===== src/rtl/seven_segment_mux_counter.sv =====
// seven_segment_mux_counter: prescaled cascaded BCD up/down counter that drives a
// time-multiplexed common-segment seven-segment display.
// Optional build macro SEVEN_SEGMENT_LEADING_ZERO_BLANK_EN blanks leading-zero
// digits (digit 0 is always shown); when undefined every digit is displayed.
module seven_segment_mux_counter #(
    parameter int unsigned DIGITS     = 4,
    parameter int unsigned TICK_DIV   = 27000000,
    parameter int unsigned SCAN_DIV   = 27000,
    parameter bit          ACTIVE_LOW = 1'b0
) (
    input  logic                  clk,
    input  logic                  rst_n,
    input  logic                  en,
    input  logic                  up_down,
    input  logic                  clear,
    output logic [6:0]            seg,
    output logic [DIGITS-1:0]     an,
    output logic [4*DIGITS-1:0]   bcd,
    output logic                  carry
);

    localparam int unsigned PW = (TICK_DIV > 1) ? $clog2(TICK_DIV) : 1;
    localparam int unsigned SW = (SCAN_DIV > 1) ? $clog2(SCAN_DIV) : 1;
    localparam int unsigned IW = (DIGITS > 1) ? $clog2(DIGITS) : 1;
    localparam int unsigned BW = 4 * DIGITS;

    localparam logic [PW-1:0]     PRESC_MAX = PW'(TICK_DIV - 1);
    localparam logic [SW-1:0]     SCAN_MAX  = SW'(SCAN_DIV - 1);
    localparam logic [IW-1:0]     IDX_MAX   = IW'(DIGITS - 1);
    localparam logic [6:0]        SEG_ZERO  = 7'b1111110;
    localparam logic [DIGITS-1:0] AN_FIRST  = DIGITS'(1);
    localparam logic [6:0]        SEG_RST   = ACTIVE_LOW ? ~SEG_ZERO : SEG_ZERO;
    localparam logic [DIGITS-1:0] AN_RST    = ACTIVE_LOW ? ~AN_FIRST : AN_FIRST;

    logic [PW-1:0]     presc_q;
    logic [SW-1:0]     scan_q;
    logic [IW-1:0]     idx_q;
    logic              tick_c;
    logic [BW-1:0]     bcd_step_c;
    logic              wrap_c;
    logic [3:0]        dig_c;
    logic [3:0]        sel_dig_c;
    logic              blank_c;
    logic [6:0]        seg_pat_c;
    logic [DIGITS-1:0] an_pat_c;

    // Segment pattern {a..g} for one BCD digit, all-off for non-decimal codes
    function automatic logic [6:0] decode(input logic [3:0] v);
        case (v)
            4'd0:    decode = 7'b1111110;
            4'd1:    decode = 7'b0110000;
            4'd2:    decode = 7'b1101101;
            4'd3:    decode = 7'b1111001;
            4'd4:    decode = 7'b0110011;
            4'd5:    decode = 7'b1011011;
            4'd6:    decode = 7'b1011111;
            4'd7:    decode = 7'b1110000;
            4'd8:    decode = 7'b1111111;
            4'd9:    decode = 7'b1111011;
            default: decode = 7'b0000000;
        endcase
    endfunction

    assign tick_c = en & (presc_q == PRESC_MAX);

    // Ripple increment/decrement across all digits; wrap_c survives only if every digit wrapped
    always_comb begin
        bcd_step_c = bcd;
        wrap_c     = 1'b1;
        dig_c      = 4'd0;
        for (int i = 0; i < int'(DIGITS); i++) begin
            dig_c = bcd[4*i +: 4];
            if (wrap_c) begin
                if (up_down) begin
                    if (dig_c >= 4'd9) begin
                        bcd_step_c[4*i +: 4] = 4'd0;
                    end else begin
                        bcd_step_c[4*i +: 4] = dig_c + 4'd1;
                        wrap_c               = 1'b0;
                    end
                end else begin
                    if (dig_c == 4'd0) begin
                        bcd_step_c[4*i +: 4] = 4'd9;
                    end else begin
                        bcd_step_c[4*i +: 4] = dig_c - 4'd1;
                        wrap_c               = 1'b0;
                    end
                end
            end
        end
    end

    // Prescaler, count register and wrap pulse; clear beats tick
    always_ff @(posedge clk or negedge rst_n) begin
        if (!rst_n) begin
            presc_q <= '0;
            bcd     <= '0;
            carry   <= 1'b0;
        end else if (clear) begin
            presc_q <= '0;
            bcd     <= '0;
            carry   <= 1'b0;
        end else begin
            carry <= 1'b0;
            if (tick_c) begin
                presc_q <= '0;
                bcd     <= bcd_step_c;
                carry   <= wrap_c;
            end else if (en) begin
                presc_q <= presc_q + PW'(1);
            end
        end
    end

    // Free-running scan timer and digit index
    always_ff @(posedge clk or negedge rst_n) begin
        if (!rst_n) begin
            scan_q <= '0;
            idx_q  <= '0;
        end else if (scan_q == SCAN_MAX) begin
            scan_q <= '0;
            idx_q  <= (idx_q == IDX_MAX) ? '0 : idx_q + IW'(1);
        end else begin
            scan_q <= scan_q + SW'(1);
        end
    end

    // Pick the digit addressed by the scan index
    always_comb begin
        sel_dig_c = 4'd0;
        for (int i = 0; i < int'(DIGITS); i++) begin
            if (IW'(i) == idx_q) begin
                sel_dig_c = bcd[4*i +: 4];
            end
        end
    end

`ifdef SEVEN_SEGMENT_LEADING_ZERO_BLANK_EN
    logic lead_zero_c;

    // Blank the selected digit when it and everything above it are zero
    always_comb begin
        lead_zero_c = 1'b1;
        blank_c     = 1'b0;
        for (int i = int'(DIGITS) - 1; i >= 0; i--) begin
            lead_zero_c = lead_zero_c & (bcd[4*i +: 4] == 4'd0);
            if ((i > 0) && (IW'(i) == idx_q) && lead_zero_c) begin
                blank_c = 1'b1;
            end
        end
    end
`else
    assign blank_c = 1'b0;
`endif

    assign seg_pat_c = blank_c ? 7'b0000000 : decode(sel_dig_c);
    assign an_pat_c  = AN_FIRST << idx_q;

    // Segment and enable registers share one index/count snapshot so they stay aligned
    always_ff @(posedge clk or negedge rst_n) begin
        if (!rst_n) begin
            seg <= SEG_RST;
            an  <= AN_RST;
        end else begin
            seg <= ACTIVE_LOW ? ~seg_pat_c : seg_pat_c;
            an  <= ACTIVE_LOW ? ~an_pat_c : an_pat_c;
        end
    end

endmodule

===== config.mk =====
export PLATFORM = sky130hd
export DESIGN_NAME = seven_segment_mux_counter
export DESIGN_NICKNAME = d
export VERILOG_FILES = /design/src/rtl/seven_segment_mux_counter.sv
export SDC_FILE = /design/constraint.sdc
export NUM_CORES = 1
export LEC_CHECK = 0
export CAP_MARGIN = 20
export CORE_ASPECT_RATIO = 0.9
export CORE_UTILIZATION = 53
export DETAILED_ROUTE_END_ITERATION = 10
export GPL_ROUTABILITY_DRIVEN = 1
export PLACE_DENSITY = 0.76
export SYNTH_ARGS = -nofsm -noshare
export SYNTH_HDL_FRONTEND = slang
export SYNTH_SLANG_ARGS = --single-unit

===== constraint.sdc =====
create_clock -name clk -period 2.39 [get_ports clk]
set_input_delay 0.478 -clock clk [delete_from_list [all_inputs] [get_ports clk]]
set_output_delay 0.478 -clock clk [all_outputs]
set_load 0.02 [all_outputs]

# After elaboration in Yosys (flattened, before gate mapping)

Memories as Yosys holds them, arrays and structs flattened. A register that Yosys moved wholly into a read port is not among the register bits.
Cells that the tools add are included.

Add/subtract/negate cells: 11
Multiply operators: 0
Divide/modulo/power cells: 0
Magnitude comparators: 4
Equality and inequality tests: 6
Shifts and indexed selects: 1
Mux-type cells: 43
Bitwise gates (word level): 1
Reductions and logical operators: 14

Operators with widths:

| kind                    | count |
|---|---|
| $mux W4                 | 19 |
| $mux W25                | 3 |
| $mux W16                | 2 |
| $add A25 B1 Y25 const B | 1 |
| $eq A25 B25 Y1 const B  | 1 |
| $mux W1                 | 17 |
| $add A4 B1 Y4 const B   | 4 |
| $ge A4 B4 Y1 const B    | 4 |
| $logic_not A4 Y1        | 4 |
| $sub A4 B1 Y4 const B   | 4 |
| $add A15 B1 Y15 const B | 1 |
| $eq A15 B15 Y1 const B  | 1 |
| $mux W15                | 1 |
| $reduce_bool A2 Y1      | 4 |
| $reduce_and A2 Y1       | 3 |
| $eq A2 B2 Y1 const A    | 2 |
| $shl A1 B2 Y4 const A   | 1 |
| $reduce_bool A3 Y1      | 1 |
| $add A2 B1 Y2 const B   | 1 |
| $eq A1 B2 Y1 const A    | 1 |
| $eq A2 B2 Y1 const B    | 1 |
| $logic_not A2 Y1        | 1 |
| $mux W2                 | 1 |
| $and A1 B1 Y1           | 1 |
| $logic_not A1 Y1        | 1 |

Register bits after elaboration: 63
Bits in latches: 0
RAM bits: 0
ROM bits: 112
Input bits: 5
Output and inout bits: 28
Word-level logic and storage cells: 90
Memories kept: 1

Memory list:

| memory           | words | width | read ports | clocked after memory_dff | write ports | RTL line | text |
|---|---|---|---|---|---|---|---|
| (name not given) | 16    | 7     | 1          | 1                        | 0           | 49       | `case (v)` |

# Depth between registers and ports, before layout

Word-level depth: 8
Mapped depth: 10
Mapped depth without buffers: 10

# Worst setup path before layout

No wires, ideal clock.

Path type: register -> register
From: reg bcd[0]
To: reg bcd[5]
Library setup time: 94 ps
Arrival: 2365 ps
Required time: 2296 ps
Setup slack: -69 ps
Stages on the path, launching flop included: 10
Buffers on the path: 2
Period minus slack after synthesis: 2459 ps
Cell sequence: dfrtp_1 -> inv_1 -> ha_1 -> clkbuf_1 -> or3b_2 -> a31oi_1 -> or3b_1 -> clkbuf_2 -> a311oi_1 -> a211oi_1

Word-level cells in the longest chain between the ends: 5
Elaborated cells on any way between the ends: 7
Classes of those cells: 1 x order compare; 3 x mux; 3 x reduce/logical

RTL lines:

| item                                             | RTL line | text |
|---|---|---|
| start, declared                                  | 18       | `output logic [4*DIGITS-1:0] bcd,` |
| start signal, assigned                           | 107      | `bcd <= bcd_step_c;` |
| $ge A4 B4 Y1 or $logic_not A4 Y1 (tied branches) | 75, 82   |  |
| $mux W1 (on tied branches)                       | 75, 82   |  |
| $mux W1 *                                        | 74       | `if (up_down) begin` |
| $reduce_bool A2 Y1 (no source line) *            | --       |  |
| $reduce_and A2 Y1 (no source line) *             | --       |  |

Mark *: on every way between the ends. The rest lies on a longest branch, timed or not.
A chain may end at the register's enable or synchronous reset.

# Worst setup path in the final report

From: reg presc_q[21]
To: reg bcd[7]

Word-level cells in the longest chain between the ends: 4

RTL lines:

| item                                | RTL line | text |
|---|---|---|
| start, declared                     | 35       | `logic [PW-1:0] presc_q;` |
| start signal, assigned              | 110      | `presc_q <= presc_q + PW'(1);` |
| $eq A25 B25 Y1                      | 64       | `assign tick_c = en & (presc_q == PRESC_MAX);` |
| $and A1 B1 Y1                       | 64       |  |
| $reduce_bool A2 Y1 (no source line) | --       |  |
| $reduce_and A2 Y1 (no source line)  | --       |  |

Every way passes these cells.

==> run metrics <==
CP arrival=2700 ps; WHS=between 70 and 80 ps; largest net degree at the start of global routing=just over 50; Slew Viols, Final=0; area leader, netlist=dfrtp_1; Max-Cap Viols=0; total CTS buffers=9; H-tree depth=3; R2R setup slack=-30 ps; # DRC=0; cells after synthesis=490; core outline area=7730 sq um; Tmin final=2420 ps; Synth Net Count=520; final net count=roughly 580; worst path required time=between 2000 and 3000 ps; DR pass1 iterations=5; Peak VDD IR=roughly 270 uV; detailed placer's ending HPWL=roughly 7.3 mm; pre-CTS setup slack=-286 ps; reg-to-reg endpoint=bcd[7]; Die Area=~8500 sq um; synth warn=0; detailed-route via count=3941; unrepaired setup endpoints after global routing=true; power per cell area=~420 nW/um^2; crit path capture type=flop; async set-reset flop share out of synthesis=100%; CP Max Fanout=8; final period utilization=101%; Setup Total Neg Slack=-37.1 ps; GPL Wtd Cong=0.908; Seq/Total Area, Yosys=~41%; TritonCTS clock tree=yes; deepest clock path buffer count=2; Netlist Area Pre-Place=4330 sq um; Clock Skew=approximately 12 ps; Antenna diodes=0; row count=30; Tot Pwr=0.00221 W; Area Overhead vs Synth=21.8%; Port Buffer Count=32; status=finished, violations left; RR Startpoint=presc_q[21]; final WL=about 10 mm; design area=between 5000 and 6000 sq um; Initial Util=a little under three fifths; Clk pin slew, worst setup/hold paths=about 80 ps; CTS root buf=clkbuf_8; Setup-failing EPs final=2; Vert. Die Dim=87.7 um; Slew headroom=64.0%; # IOs=33; GR Util All Layers=25.8%; Worst-Margin Slew=about 540 ps; Max Fclk=~410 MHz; most used flip-flop cell after synthesis=dfrtp_1; via/cell ratio=roughly 6; layout cells sized above 1=~16%; Congestion Overflow GR=0; # fillers=600; crit path kind=flop to flop; post-route ant nets=0; Hold Crit Class=input port to async pin; Die X=roughly 100 um; placed instance area=just over 5000 sq um; Worst Setup EP=bcd[7]; Yosys top cell area share=~36%; vias in the first global route=3738; CTS Sinks=70; Routed wire per std cell=15.8 um; crit path from=presc_q[21]; syn_area_per_cell=approximately 9 sq um; Worst Reg-to-Reg Cells=5; first-pass GRT wire length=between 15 and 20 mm; FF+latch count, synth=70; Netlist cell types=between 50 and 60; initial antenna violation count=0; Post-CTS Hold Buffers=0; EDFF count, synth=0; fin worst setup slack=-29.0 ps; Initial DRC Count=around 350; Worst-Skew Late Latency=350 ps; crit start category=flop; Hold Vio Cnt, Final=0; ranking of synthesized cells by area=dfrtp_1, ha_1, nor2_1, dfstp_2, nand2_1; failing checks=negative setup slack; LEAKAGE=between 2 and 2.5 nW
[worst min path at each step]
| stage | end | cells past startpoint | startpoint | slack, ps |
|---|---|---|---|---|
| after floorplan | an[1] | 0 | rst_n | 180 |
| after global placement | scan_q[0] | 1 | scan_q[0] | 460 |
| after detailed placement | seg[0] | 1 | rst_n | 470 |
| after CTS | seg[0] | 1 | rst_n | 80 |
| after global routing | seg[0] | 1 | rst_n | 100 |
| final | seg[0] | 1 | rst_n | 80 |
[what timing repair did]
action                     CTS  global route
setup endpoints to repair    5             8
resized for setup            4             6
setup buffers                1             0
pin swaps                    0             0
[cells by family (layout without fill, tap and decap cells)]
group | after synthesis | count (layout) | synth area share (%)
xor gates and xnor gates | 35 | 35 | 7.08
AOI/OAI and AO/OA | 98 | 98 | 14.6
adders and majority gates | 25 | 25 | 7.23
muxes | 4 | 4 | 0.925
buffers and inverters | 46 | 115 | 4.08
and+or+nand+nor | 212 | 212 | 25.4
DFF | 70 | 70 | 40.7
[flip-flops by register name, indices dropped and copies added (netlist names)]
| register | flops |
|---|---|
| scan_q | 15 |
| carry | 1 |
| bcd | 16 |
| presc_q | 25 |
| an | 4 |
| idx_q | 2 |
| seg | 7 |
[synthesized netlist by cell type, drive strengths merged (3+ instances only)]
cell type	number
a211oi	10
a21oi	23
a22oi	3
a311oi	5
a31oi	10
and3	4
and4	5
buf	3
clkbuf	22
dfrtp	63
dfstp	7
ha	25
inv	21
mux2i	4
nand2	42
nand2b	7
nand3	21
nand4	12
nand4b	3
nor2	66
nor2b	7
nor3	11
nor3b	4
nor4	3
nor4b	3
o21ai	20
o21bai	3
o22ai	8
or2	4
or3	3
or3b	4
or4	5
xnor2	17
xor2	18
[worst max-delay path: stages (launching register included)]
cell and delay (ps):
dfrtp_1 390, or4_4 540, or4b_4 540, or3b_4 440
a311o_1 300, a21oi_2 130
[where the power goes]
part           internal, W  switching, W
clock network     0.000459      0.000459
logic            0.0000342     0.0000688
registers          0.00119    0.00000293
[stage by stage]
stage / cells / util (%)
floorplan: 490 / -
global placement: 638 / 65.1
detailed placement: 638 / 65.1
CTS: 655 / 67.8
global route: 655 / 68.2
finish: 655 / 68.2
[area by class of cell]
type	count	area, sq um	share of cell area (%)
flip-flops and latches	70	1760	33.4
clock inverters	3	17.5	0.332
well taps	96	120	2.28
inverters	21	78.8	1.50
repair buffers	78	686	13.0
clock buffers	13	169	3.20
multi-input cells	374	2440	46.3
[metal layers]
metal / vias to the layer above / global-route usage [%] / wire length (um)
li1: 1871 / - / -
met1: 1919 / 34.3 / 4650
met2: 142 / 43.2 / 5010
met3: 9 / 4.55 / 593
met4: 0 / 8.56 / 100
met5: - / 0 / 0
[placed cells by master, fill, tap and decap left out, types with 9 or more instances in the layout]
cell / n
dfrtp_1: 63
buf_4: 44
inv_1: 21
nor3_1: 11
xnor2_1: 17
o21ai_0: 19
nand4_1: 12
clkdlybuf4s50_1: 31
nand2_1: 42
ha_1: 22
nand3_1: 21
a211oi_1: 10
xor2_1: 18
a21oi_1: 22
a31oi_1: 9
clkbuf_8: 12
nor2_1: 66
Note: power is estimated with default switching activity, not from simulation.
